$ cat src/rtl/multicycle_control_if.sv
// Controller <-> datapath bundle for the multicycle control unit: opcode and
// memory handshake into the controller, datapath selects and status out.
interface multicycle_control_if #(
  parameter int OP_WIDTH  = 6,
  parameter int CNT_WIDTH = 16
);
  logic [OP_WIDTH-1:0]  opcode;
  logic                 mem_ready;
  logic                 mem_read;
  logic                 mem_write;
  logic                 iord;
  logic                 ir_write;
  logic                 pc_write;
  logic                 pc_write_cond;
  logic                 branch_ne;
  logic [1:0]           pc_source;
  logic [1:0]           alu_src_b;
  logic [1:0]           alu_op;
  logic                 alu_src_a;
  logic                 reg_dst;
  logic                 mem_to_reg;
  logic                 reg_write;
  logic [3:0]           state;
  logic                 illegal_op;
  logic [CNT_WIDTH-1:0] instr_cnt;

  modport master (
    input  opcode, mem_ready,
    output mem_read, mem_write, iord, ir_write, pc_write, pc_write_cond,
           branch_ne, pc_source, alu_src_b, alu_op, alu_src_a, reg_dst,
           mem_to_reg, reg_write, state, illegal_op, instr_cnt
  );

  modport slave (
    output opcode, mem_ready,
    input  mem_read, mem_write, iord, ir_write, pc_write, pc_write_cond,
           branch_ne, pc_source, alu_src_b, alu_op, alu_src_a, reg_dst,
           mem_to_reg, reg_write, state, illegal_op, instr_cnt
  );
endinterface

$ cat src/rtl/multicycle_control.sv
// Multicycle MIPS-style control FSM (S0..S11) with retired-instruction counter.
// Define MCTRL_BNE_EN to decode opcode 000101 (bne) through the branch state.
module multicycle_control #(
  parameter int OP_WIDTH  = 6,
  parameter int CNT_WIDTH = 16
) (
  input logic                 clk,
  input logic                 rst_n,
  multicycle_control_if.master bus
);

`ifdef MCTRL_BNE_EN
  localparam bit BNE_EN = 1'b1;
`else
  localparam bit BNE_EN = 1'b0;
`endif

  localparam logic [OP_WIDTH-1:0] OP_R    = OP_WIDTH'(6'b000000);
  localparam logic [OP_WIDTH-1:0] OP_LW   = OP_WIDTH'(6'b100011);
  localparam logic [OP_WIDTH-1:0] OP_SW   = OP_WIDTH'(6'b101011);
  localparam logic [OP_WIDTH-1:0] OP_BEQ  = OP_WIDTH'(6'b000100);
  localparam logic [OP_WIDTH-1:0] OP_BNE  = OP_WIDTH'(6'b000101);
  localparam logic [OP_WIDTH-1:0] OP_J    = OP_WIDTH'(6'b000010);
  localparam logic [OP_WIDTH-1:0] OP_ADDI = OP_WIDTH'(6'b001000);

  typedef enum logic [3:0] {
    S_FETCH  = 4'd0,  S_DECODE = 4'd1,  S_MEMADR = 4'd2,  S_MEMRD  = 4'd3,
    S_MEMWB  = 4'd4,  S_MEMWR  = 4'd5,  S_EXEC   = 4'd6,  S_ALUWB  = 4'd7,
    S_BRANCH = 4'd8,  S_JUMP   = 4'd9,  S_ADDIEX = 4'd10, S_ADDIWB = 4'd11
  } state_t;

  state_t               state_q;
  logic [OP_WIDTH-1:0]  opcode_q;
  logic                 illegal_q;
  logic [CNT_WIDTH-1:0] cnt_q;

  // NOTE: every register here is updated with <= so all next-state terms see
  // the pre-edge values regardless of statement order.
  always_ff @(posedge clk or negedge rst_n) begin
    if (!rst_n) begin
      state_q   <= S_FETCH;
      opcode_q  <= '0;
      illegal_q <= 1'b0;
      cnt_q     <= '0;
    end else begin
      illegal_q <= 1'b0;
      case (state_q)
        S_FETCH:  if (bus.mem_ready) state_q <= S_DECODE;
        S_DECODE: begin
          opcode_q <= bus.opcode;
          case (bus.opcode)
            OP_R:         state_q <= S_EXEC;
            OP_LW, OP_SW: state_q <= S_MEMADR;
            OP_BEQ:       state_q <= S_BRANCH;
            OP_J:         state_q <= S_JUMP;
            OP_ADDI:      state_q <= S_ADDIEX;
            default: begin
              if (BNE_EN && bus.opcode == OP_BNE) begin
                state_q <= S_BRANCH;
              end else begin
                state_q   <= S_FETCH;
                illegal_q <= 1'b1;
              end
            end
          endcase
        end
        // Only the decode-time copy steers lw/sw; the live opcode may have moved on.
        S_MEMADR: state_q <= (opcode_q == OP_LW) ? S_MEMRD : S_MEMWR;
        S_MEMRD:  if (bus.mem_ready) state_q <= S_MEMWB;
        S_MEMWR: begin
          if (bus.mem_ready) begin
            state_q <= S_FETCH;
            cnt_q   <= cnt_q + CNT_WIDTH'(1);
          end
        end
        S_EXEC:   state_q <= S_ALUWB;
        S_ADDIEX: state_q <= S_ADDIWB;
        S_MEMWB, S_ALUWB, S_BRANCH, S_JUMP, S_ADDIWB: begin
          state_q <= S_FETCH;
          cnt_q   <= cnt_q + CNT_WIDTH'(1);
        end
        default:  state_q <= S_FETCH;
      endcase
    end
  end

  // Outputs decode the registered state; only fetch also looks at mem_ready,
  // so the IR/PC load lands on the cycle the read actually completes.
  // NOTE: every output gets a default before the case so no latch is inferred.
  always_comb begin
    bus.mem_read      = 1'b0;
    bus.mem_write     = 1'b0;
    bus.iord          = 1'b0;
    bus.ir_write      = 1'b0;
    bus.pc_write      = 1'b0;
    bus.pc_write_cond = 1'b0;
    bus.branch_ne     = 1'b0;
    bus.pc_source     = 2'b00;
    bus.alu_src_b     = 2'b00;
    bus.alu_op        = 2'b00;
    bus.alu_src_a     = 1'b0;
    bus.reg_dst       = 1'b0;
    bus.mem_to_reg    = 1'b0;
    bus.reg_write     = 1'b0;
    case (state_q)
      S_FETCH: begin
        bus.mem_read  = 1'b1;
        bus.alu_src_b = 2'b01;
        bus.ir_write  = bus.mem_ready;
        bus.pc_write  = bus.mem_ready;
      end
      S_DECODE: bus.alu_src_b = 2'b11;
      S_MEMADR, S_ADDIEX: begin
        bus.alu_src_a = 1'b1;
        bus.alu_src_b = 2'b10;
      end
      S_MEMRD: begin
        bus.mem_read = 1'b1;
        bus.iord     = 1'b1;
      end
      S_MEMWB: begin
        bus.mem_to_reg = 1'b1;
        bus.reg_write  = 1'b1;
      end
      S_MEMWR: begin
        bus.mem_write = 1'b1;
        bus.iord      = 1'b1;
      end
      S_EXEC: begin
        bus.alu_src_a = 1'b1;
        bus.alu_op    = 2'b10;
      end
      S_ALUWB: begin
        bus.reg_dst   = 1'b1;
        bus.reg_write = 1'b1;
      end
      S_BRANCH: begin
        bus.alu_src_a     = 1'b1;
        bus.alu_op        = 2'b01;
        bus.pc_write_cond = 1'b1;
        bus.pc_source     = 2'b01;
        bus.branch_ne     = BNE_EN && (opcode_q == OP_BNE);
      end
      S_JUMP: begin
        bus.pc_write  = 1'b1;
        bus.pc_source = 2'b10;
      end
      S_ADDIWB: bus.reg_write = 1'b1;
      default: ;
    endcase
  end

  assign bus.state      = state_q;
  assign bus.illegal_op = illegal_q;
  assign bus.instr_cnt  = cnt_q;

endmodule

$ cat src/flat_wrapper.sv
// flat-port wrapper written by rule: the top's interface ports become plain ports
module multicycle_control_flat 
#(
  parameter int OP_WIDTH  = 6,
  parameter int CNT_WIDTH = 16
)
  (clk, rst_n, bus_opcode, bus_mem_ready, bus_mem_read, bus_mem_write, bus_iord, bus_ir_write, bus_pc_write, bus_pc_write_cond, bus_branch_ne, bus_pc_source, bus_alu_src_b, bus_alu_op, bus_alu_src_a, bus_reg_dst, bus_mem_to_reg, bus_reg_write, bus_state, bus_illegal_op, bus_instr_cnt);
  multicycle_control_if #(.OP_WIDTH(OP_WIDTH), .CNT_WIDTH(CNT_WIDTH)) bus_i ();
  input logic clk;
  input logic rst_n;
  input wire logic [$bits(bus_i.opcode)-1:0] bus_opcode;
  input wire logic [$bits(bus_i.mem_ready)-1:0] bus_mem_ready;
  output wire logic [$bits(bus_i.mem_read)-1:0] bus_mem_read;
  output wire logic [$bits(bus_i.mem_write)-1:0] bus_mem_write;
  output wire logic [$bits(bus_i.iord)-1:0] bus_iord;
  output wire logic [$bits(bus_i.ir_write)-1:0] bus_ir_write;
  output wire logic [$bits(bus_i.pc_write)-1:0] bus_pc_write;
  output wire logic [$bits(bus_i.pc_write_cond)-1:0] bus_pc_write_cond;
  output wire logic [$bits(bus_i.branch_ne)-1:0] bus_branch_ne;
  output wire logic [$bits(bus_i.pc_source)-1:0] bus_pc_source;
  output wire logic [$bits(bus_i.alu_src_b)-1:0] bus_alu_src_b;
  output wire logic [$bits(bus_i.alu_op)-1:0] bus_alu_op;
  output wire logic [$bits(bus_i.alu_src_a)-1:0] bus_alu_src_a;
  output wire logic [$bits(bus_i.reg_dst)-1:0] bus_reg_dst;
  output wire logic [$bits(bus_i.mem_to_reg)-1:0] bus_mem_to_reg;
  output wire logic [$bits(bus_i.reg_write)-1:0] bus_reg_write;
  output wire logic [$bits(bus_i.state)-1:0] bus_state;
  output wire logic [$bits(bus_i.illegal_op)-1:0] bus_illegal_op;
  output wire logic [$bits(bus_i.instr_cnt)-1:0] bus_instr_cnt;
  assign bus_i.opcode = bus_opcode;
  assign bus_i.mem_ready = bus_mem_ready;
  assign bus_mem_read = bus_i.mem_read;
  assign bus_mem_write = bus_i.mem_write;
  assign bus_iord = bus_i.iord;
  assign bus_ir_write = bus_i.ir_write;
  assign bus_pc_write = bus_i.pc_write;
  assign bus_pc_write_cond = bus_i.pc_write_cond;
  assign bus_branch_ne = bus_i.branch_ne;
  assign bus_pc_source = bus_i.pc_source;
  assign bus_alu_src_b = bus_i.alu_src_b;
  assign bus_alu_op = bus_i.alu_op;
  assign bus_alu_src_a = bus_i.alu_src_a;
  assign bus_reg_dst = bus_i.reg_dst;
  assign bus_mem_to_reg = bus_i.mem_to_reg;
  assign bus_reg_write = bus_i.reg_write;
  assign bus_state = bus_i.state;
  assign bus_illegal_op = bus_i.illegal_op;
  assign bus_instr_cnt = bus_i.instr_cnt;
  multicycle_control #(.OP_WIDTH(OP_WIDTH), .CNT_WIDTH(CNT_WIDTH)) u_core (.clk(clk), .rst_n(rst_n), .bus(bus_i));
endmodule
$ cat config.mk
export PLATFORM = sky130hd
export DESIGN_NAME = multicycle_control_flat
export DESIGN_NICKNAME = d
export VERILOG_FILES = /design/src/rtl/multicycle_control_if.sv /design/src/rtl/multicycle_control.sv /design/src/flat_wrapper.sv
export SDC_FILE = /design/constraint.sdc
export NUM_CORES = 1
export LEC_CHECK = 0
export CAP_MARGIN = 0
export CELL_PAD_IN_SITES_DETAIL_PLACEMENT = 1
export CELL_PAD_IN_SITES_GLOBAL_PLACEMENT = 1
export CORE_ASPECT_RATIO = 2
export CORE_UTILIZATION = 35
export CTS_CLUSTER_DIAMETER = 120
export CTS_CLUSTER_SIZE = 8
export DETAILED_ROUTE_END_ITERATION = 7
export PLACE_DENSITY_LB_ADDON = 0.2
export SYNTH_ARGS = -nofsm -noshare
export SYNTH_HDL_FRONTEND = slang
export SYNTH_SLANG_ARGS = --single-unit
$ cat constraint.sdc
create_clock -name clk -period 1.8 [get_ports clk]
set_input_delay 0.45 -clock clk [delete_from_list [all_inputs] [get_ports clk]]
set_output_delay 0.45 -clock clk [all_outputs]
set_load 0.02 [all_outputs]
# Word-level counts from Yosys, hierarchy flattened
# Index checks and enable logic that the tools add are counted.
[word_totals]
register_bits = 27
out_inout_bits = 38
wordCells = 61
[classes]
reduce_logical = 13
eq_ne = 20
n_addsub = 1
muxes = 23
[op_table]
columns = ["op", "n"]
rows = [
  ["$pmux W16 S2", 1],
  ["$pmux W4 S7", 1],
  ["$pmux W4 S5", 1],
  ["$eq A6 B6 Y1 const B", 3],
  ["$add A16 B1 Y16 const B", 1],
  ["$eq A4 B3 Y1 const B", 4],
  ["$eq A4 B4 Y1 const B", 4],
  ["$mux W16", 1],
  ["$mux W4", 3],
  ["$mux W1", 11],
  ["$eq A4 B2 Y1 const B", 2],
  ["$pmux W2 S2", 2],
  ["$reduce_or A2 Y1", 4],
  ["$eq A6 B2 Y1 const B", 1],
  ["$eq A6 B3 Y1 const B", 1],
  ["$eq A6 B4 Y1 const B", 1],
  ["$logic_not A6 Y1", 1],
  ["$ne A2 B2 Y1 const B", 3],
  ["$pmux W2 S3", 1],
  ["$reduce_or A6 Y1", 1],
  ["$reduce_or A5 Y1", 1],
  ["$eq A4 B1 Y1 const B", 1],
  ["$logic_not A4 Y1", 1],
  ["$reduce_or A4 Y1", 1],
  ["6 further kinds", 6],
]

# Logic depth before layout (Yosys ltp)
[logic_depth]
depth_word = 4
mapped_depth = 5

# Worst setup path after synthesis
# Ideal clock, no wire load.
[synth_timing]
kind = "reg-to-output"
from = "register u_core.state_q[2] (netlist: u_core.bus.state[2])"
to = "output port bus_pc_source[0]"
path_slack_ps = -281
n_path_buf = 2
stages_incl_launch_ff = 5
arrival_time_ps = 1631
t_required_ps = 1350
cell_sequence = "dfrtp_1 buf_6 nand2b_1 nor3_1 buf_4"
[synth_via]
elab_chain_len = 2
[synth_rtl]
columns = ["element", "line_no", "text"]
rows = [
  ["start: declaration", "multicycle_control.sv:32", "state_t state_q;"],
  ["start signal: assignment", "multicycle_control.sv:68", "S_MEMADR: state_q <= (opcode_q == OP_LW) ? S_MEMRD : S_MEMWR;"],
  ["$eq A4 B4 Y1", "multicycle_control.sv:105", "case (state_q)"],
  ["$pmux W2 S2 *", "multicycle_control.sv:105", ""],
  ["end: declaration", "flat_wrapper.sv:20", "output wire logic [$bits(bus_i.pc_source)-1:0] bus_pc_source;"],
]
# Every way passes the cells marked *; elsewhere a longest branch is shown, timed or not.

# Final worst setup path
[layout_timing]
from = "register u_core.state_q[2] (netlist: u_core.bus.state[2])"
to = "output port bus_alu_src_b[1]"
[layout_via]
elab_chain_len = 3
[layout_rtl]
columns = ["element", "line_no", "text"]
rows = [
  ["$eq A4 B2 Y1 or $eq A4 B4 Y1 (tied branches)", "multicycle_control.sv:105", ""],
  ["$reduce_or A2 Y1", "--", ""],
  ["$pmux W2 S3 *", "multicycle_control.sv:105", ""],
  ["end: declaration", "flat_wrapper.sv:21", "output wire logic [$bits(bus_i.alu_src_b)-1:0] bus_alu_src_b;"],
]
# Marked as above.

==> flow_summary_export.csv <==
group,metric,value,unit
cts,clock_latency,0.28,ns
drt,drc,0,
pwr,power.clock.fraction,0.183,
setup_path,path_class,"reg2out",
drt,wl_per_cell,19.3,microns
synth,synth-main-ff-cell,"dfrtp_1",
synth,async_reset_ff_frac,1.00,
pwr,p_leak,0.00122,uW
sta,setup_tns,-0.422,ns
floorplan,rows,34,
grt,grt_overflow,0,
synth,ys_ff_latch,27,
setup_path,worstPathRequired,1.35,ns
synth,syn_area,1620,sq um
place,portBuffers,45,
place,dp_hpwl,3950,microns
floorplan,start_util,0.370,
flow_run,drv_cap,0,
cts,cts-root-buf,"clkbuf_8",
pwr,total_power,2000,uW
synth,avgSynthCellArea,10.1,sq um
outcome,violations,"setup timing",
sta,finalClockSkew,0.00288,ns
final_layout,nets,262,
sta,finalCriticalPeriod,1.89,ns
min_path,hold_path.class,"reg2reg",
setup_path,ff2ff_path_depth,6,
setup_path,crit_path_top_delay_cell,"dfrtp_2",
final_layout,diodes,0,
sta,setup_ws,-0.0913,ns
synth,synth_edf_count,0,
synth,synth_fp_nets,171,
grt,antenna_found_initial,0,
synth,ys_top_cells_by_count,"dfrtp_1 (27), xnor2_1 (16), nor3_1 (12)",
synth,synth.area.top_cells,"dfrtp_1 (42%), xnor2_1 (8.6%), mux2_2 (4.2%), nand4_1 (3.9%), nor3_1 (3.7%)",
floorplan,coreArea,4380,sq um
sta,final_hold_viol_count,0,
pwr,power_density,754,nW/um^2
cts,clk_path_buf_depth,2,
outcome,status,"complete, but fails checks",
sta,setup_violations,8,
setup_path,arrival,1.44,ns
pwr,power.share.switching,0.358,
grt,grt_max_degree,28,
synth,synth_top_area_cell,"dfrtp_1",
min_path,holdCritStartpoint,"u_core.bus.instr_cnt[15]",
pwr,combPwrFrac,0.414,
drt,drtIter0Drc,40,
cts,numCtsBuffers,3,
setup_path,rrSetupSlack,0.01,ns
final_layout,drive_above_1_share,0.438,
pwr,seq_power_share,0.403,
synth,synth_cell_types,47,
cts,clock-sinks,27,
floorplan,die_y,98.3,microns
drt,postRouteAntennaNets,0,
setup_path,start_kind,"flop",
floorplan,die_area,4930,sq um
final_layout,area_growth,63.6,%
pwr,ir_worst_vdd,0.568,mV
final_layout,final_area,2650,sq um
place,place_ws,-0.572,ns
setup_path,reg2reg_to,"u_core.bus.instr_cnt[14]",
setup_path,crit_path_end_kind,"output pin",
pwr,switchingPower,716,uW
place,routabilityCongestion,0.820,
min_path,hold_path_end,"u_core.bus.instr_cnt[15]",
setup_path,reg2reg_from,"u_core.bus.state[0]",
sta,slew_viol_final,0,
setup_path,worstPathMaxFanout,5,
synth,synth_top_area_share,0.417,
drt,drt_wl_total,5880,microns
synth,ys_seq_area_frac,0.417,
drt,dr.pass1.iters,6,
grt,grt.total_usage,0.236,
pwr,internal_power,1280,uW
place,placed_area,2390,sq um
cts,cts_tree,"done",
floorplan,pin_count,47,
sta,period_share,1.05,
drt,viasPerCell,5.45,
cts,h-tree-depth,1,
sta,slew_headroom,0.622,
synth,yosysMostFrequentCell,"dfrtp_1",
setup_path,worstPathCellList,"buf_6 -> nor3_4 -> o21bai_1 -> buf_4",
sta,max_clock_freq,529,MHz
grt,grt_pass1_wl,8800,microns
setup_path,slowest_delay,0.48,ns
sta,worstMarginPinSlew,0.559,ns
floorplan,fp.dieW,50.1,microns
sta,rsz0062_at_grt,"yes",
grt,grt_pass1_vias,1798,
drt,vias,1661,
synth,synthCells,161,
cts,cts.clk_slew.worst_paths,0.10,ns
synth,ys_warn_count,0,
min_path,whs_path_depth,1,
## flip-flops by register name (all words and copies together) (netlist names)
register / count
u_core.bus.illegal_op: 1
u_core.bus.instr_cnt: 16
u_core.bus.state: 4
u_core.opcode_q: 6
## layout by cell type (no fill, tap or decap), drive strengths merged, types with 2 or more instances in the layout
cell type | Yosys | routed
buf | 7 | 67
dfrtp | 27 | 27
xnor2 | 16 | 16
clkdlybuf4s50 | 0 | 15
nor3 | 13 | 13
nand3 | 10 | 10
nand4 | 10 | 10
nor2 | 10 | 10
mux2 | 7 | 7
nand2 | 7 | 7
o21ai | 7 | 7
dlymetal6s2s | 0 | 6
nand2b | 6 | 6
dlygate4sd2 | 0 | 5
and3 | 5 | 5
clkbuf | 2 | 5
a21oi | 5 | 5
o211ai | 3 | 3
inv | 2 | 2
nor3b | 2 | 2
nor4b | 2 | 2
nor4 | 2 | 2
nor2b | 2 | 2
## power groups by stage
stage	combinational (uW)	clock (uW)	sequential (uW)
global placement	728	0	807
floorplan	333	0	860
detailed placement	751	0	816
global route	869	393	818
CTS	766	370	803
finish	827	366	807
## how the worst max path moves through the flow
stage / from / endpoint / slack, ns / cells past startpoint
6_report: u_core.bus.state[2] / bus_alu_src_b[1] / -0.09 / 4
5_1_grt: u_core.bus.state[0] / bus_alu_src_b[1] / -0.12 / 5
4_1_cts: u_core.bus.state[3] / bus_alu_src_b[1] / -0.12 / 5
3_5_place_dp: bus_mem_ready / bus_pc_write / -0.57 / 6
3_3_place_gp: bus_mem_ready / bus_pc_write / -0.57 / 6
2_1_floorplan: u_core.bus.state[0] / bus_pc_source[0] / -0.06 / 4
## worst max-delay path: cells and delay by family, from the launching register on
family | cells | cell delay, ns
AO/OA/AOI/OAI | 1 | 0.15
buffers and inverters | 2 | 0.33
flip-flops | 1 | 0.48
AND/OR/NAND/NOR | 1 | 0.20
## through the flow
step           utilization  hold slack [ns]  std cells
2_1_floorplan            -            0.154        161
3_3_place_gp         0.546            0.466        290
3_5_place_dp         0.546            0.478        290
4_1_cts              0.575            0.491        302
5_1_grt              0.605            0.516        305
6_report             0.605            0.487        305
## layout make-up
cell class                      instances  area [sq um]
Timing Repair Buffer                   95           847
Sequential cell                        27           679
Multi-Input combinational cell        123          1010
Fill cell                             489          1730
Tap cell                               54          67.6
Clock buffer                            4          45.0
Inverter                                2          7.51
## kinds of logic after synthesis
family,count (synthesis),synth area share
AND/OR/NAND/NOR,74,0.286
flip-flops,27,0.417
AO/OA/AOI/OAI,22,0.0926
XOR/XNOR,17,0.0918
buffers and inverters,11,0.0455
multiplexers,8,0.0571
adder cells (fa/ha/maj),1,0.00771
other,1,0.00231
## repair_timing
action	CTS	global route
hold buffers	0	0
cloned	0	0
setup endpoints to repair	23	27
gates resized for setup	110	38
setup buffers	8	5
pin swaps	0	4
## layer usage
metal,track usage,vias up,wire [microns]
met1,0.223,836,1980
met5,0,-,0
met3,0.0156,19,156
met2,0.465,50,3480
met4,0.132,0,251
li1,-,756,-
(Power assumes the default switching activity.)
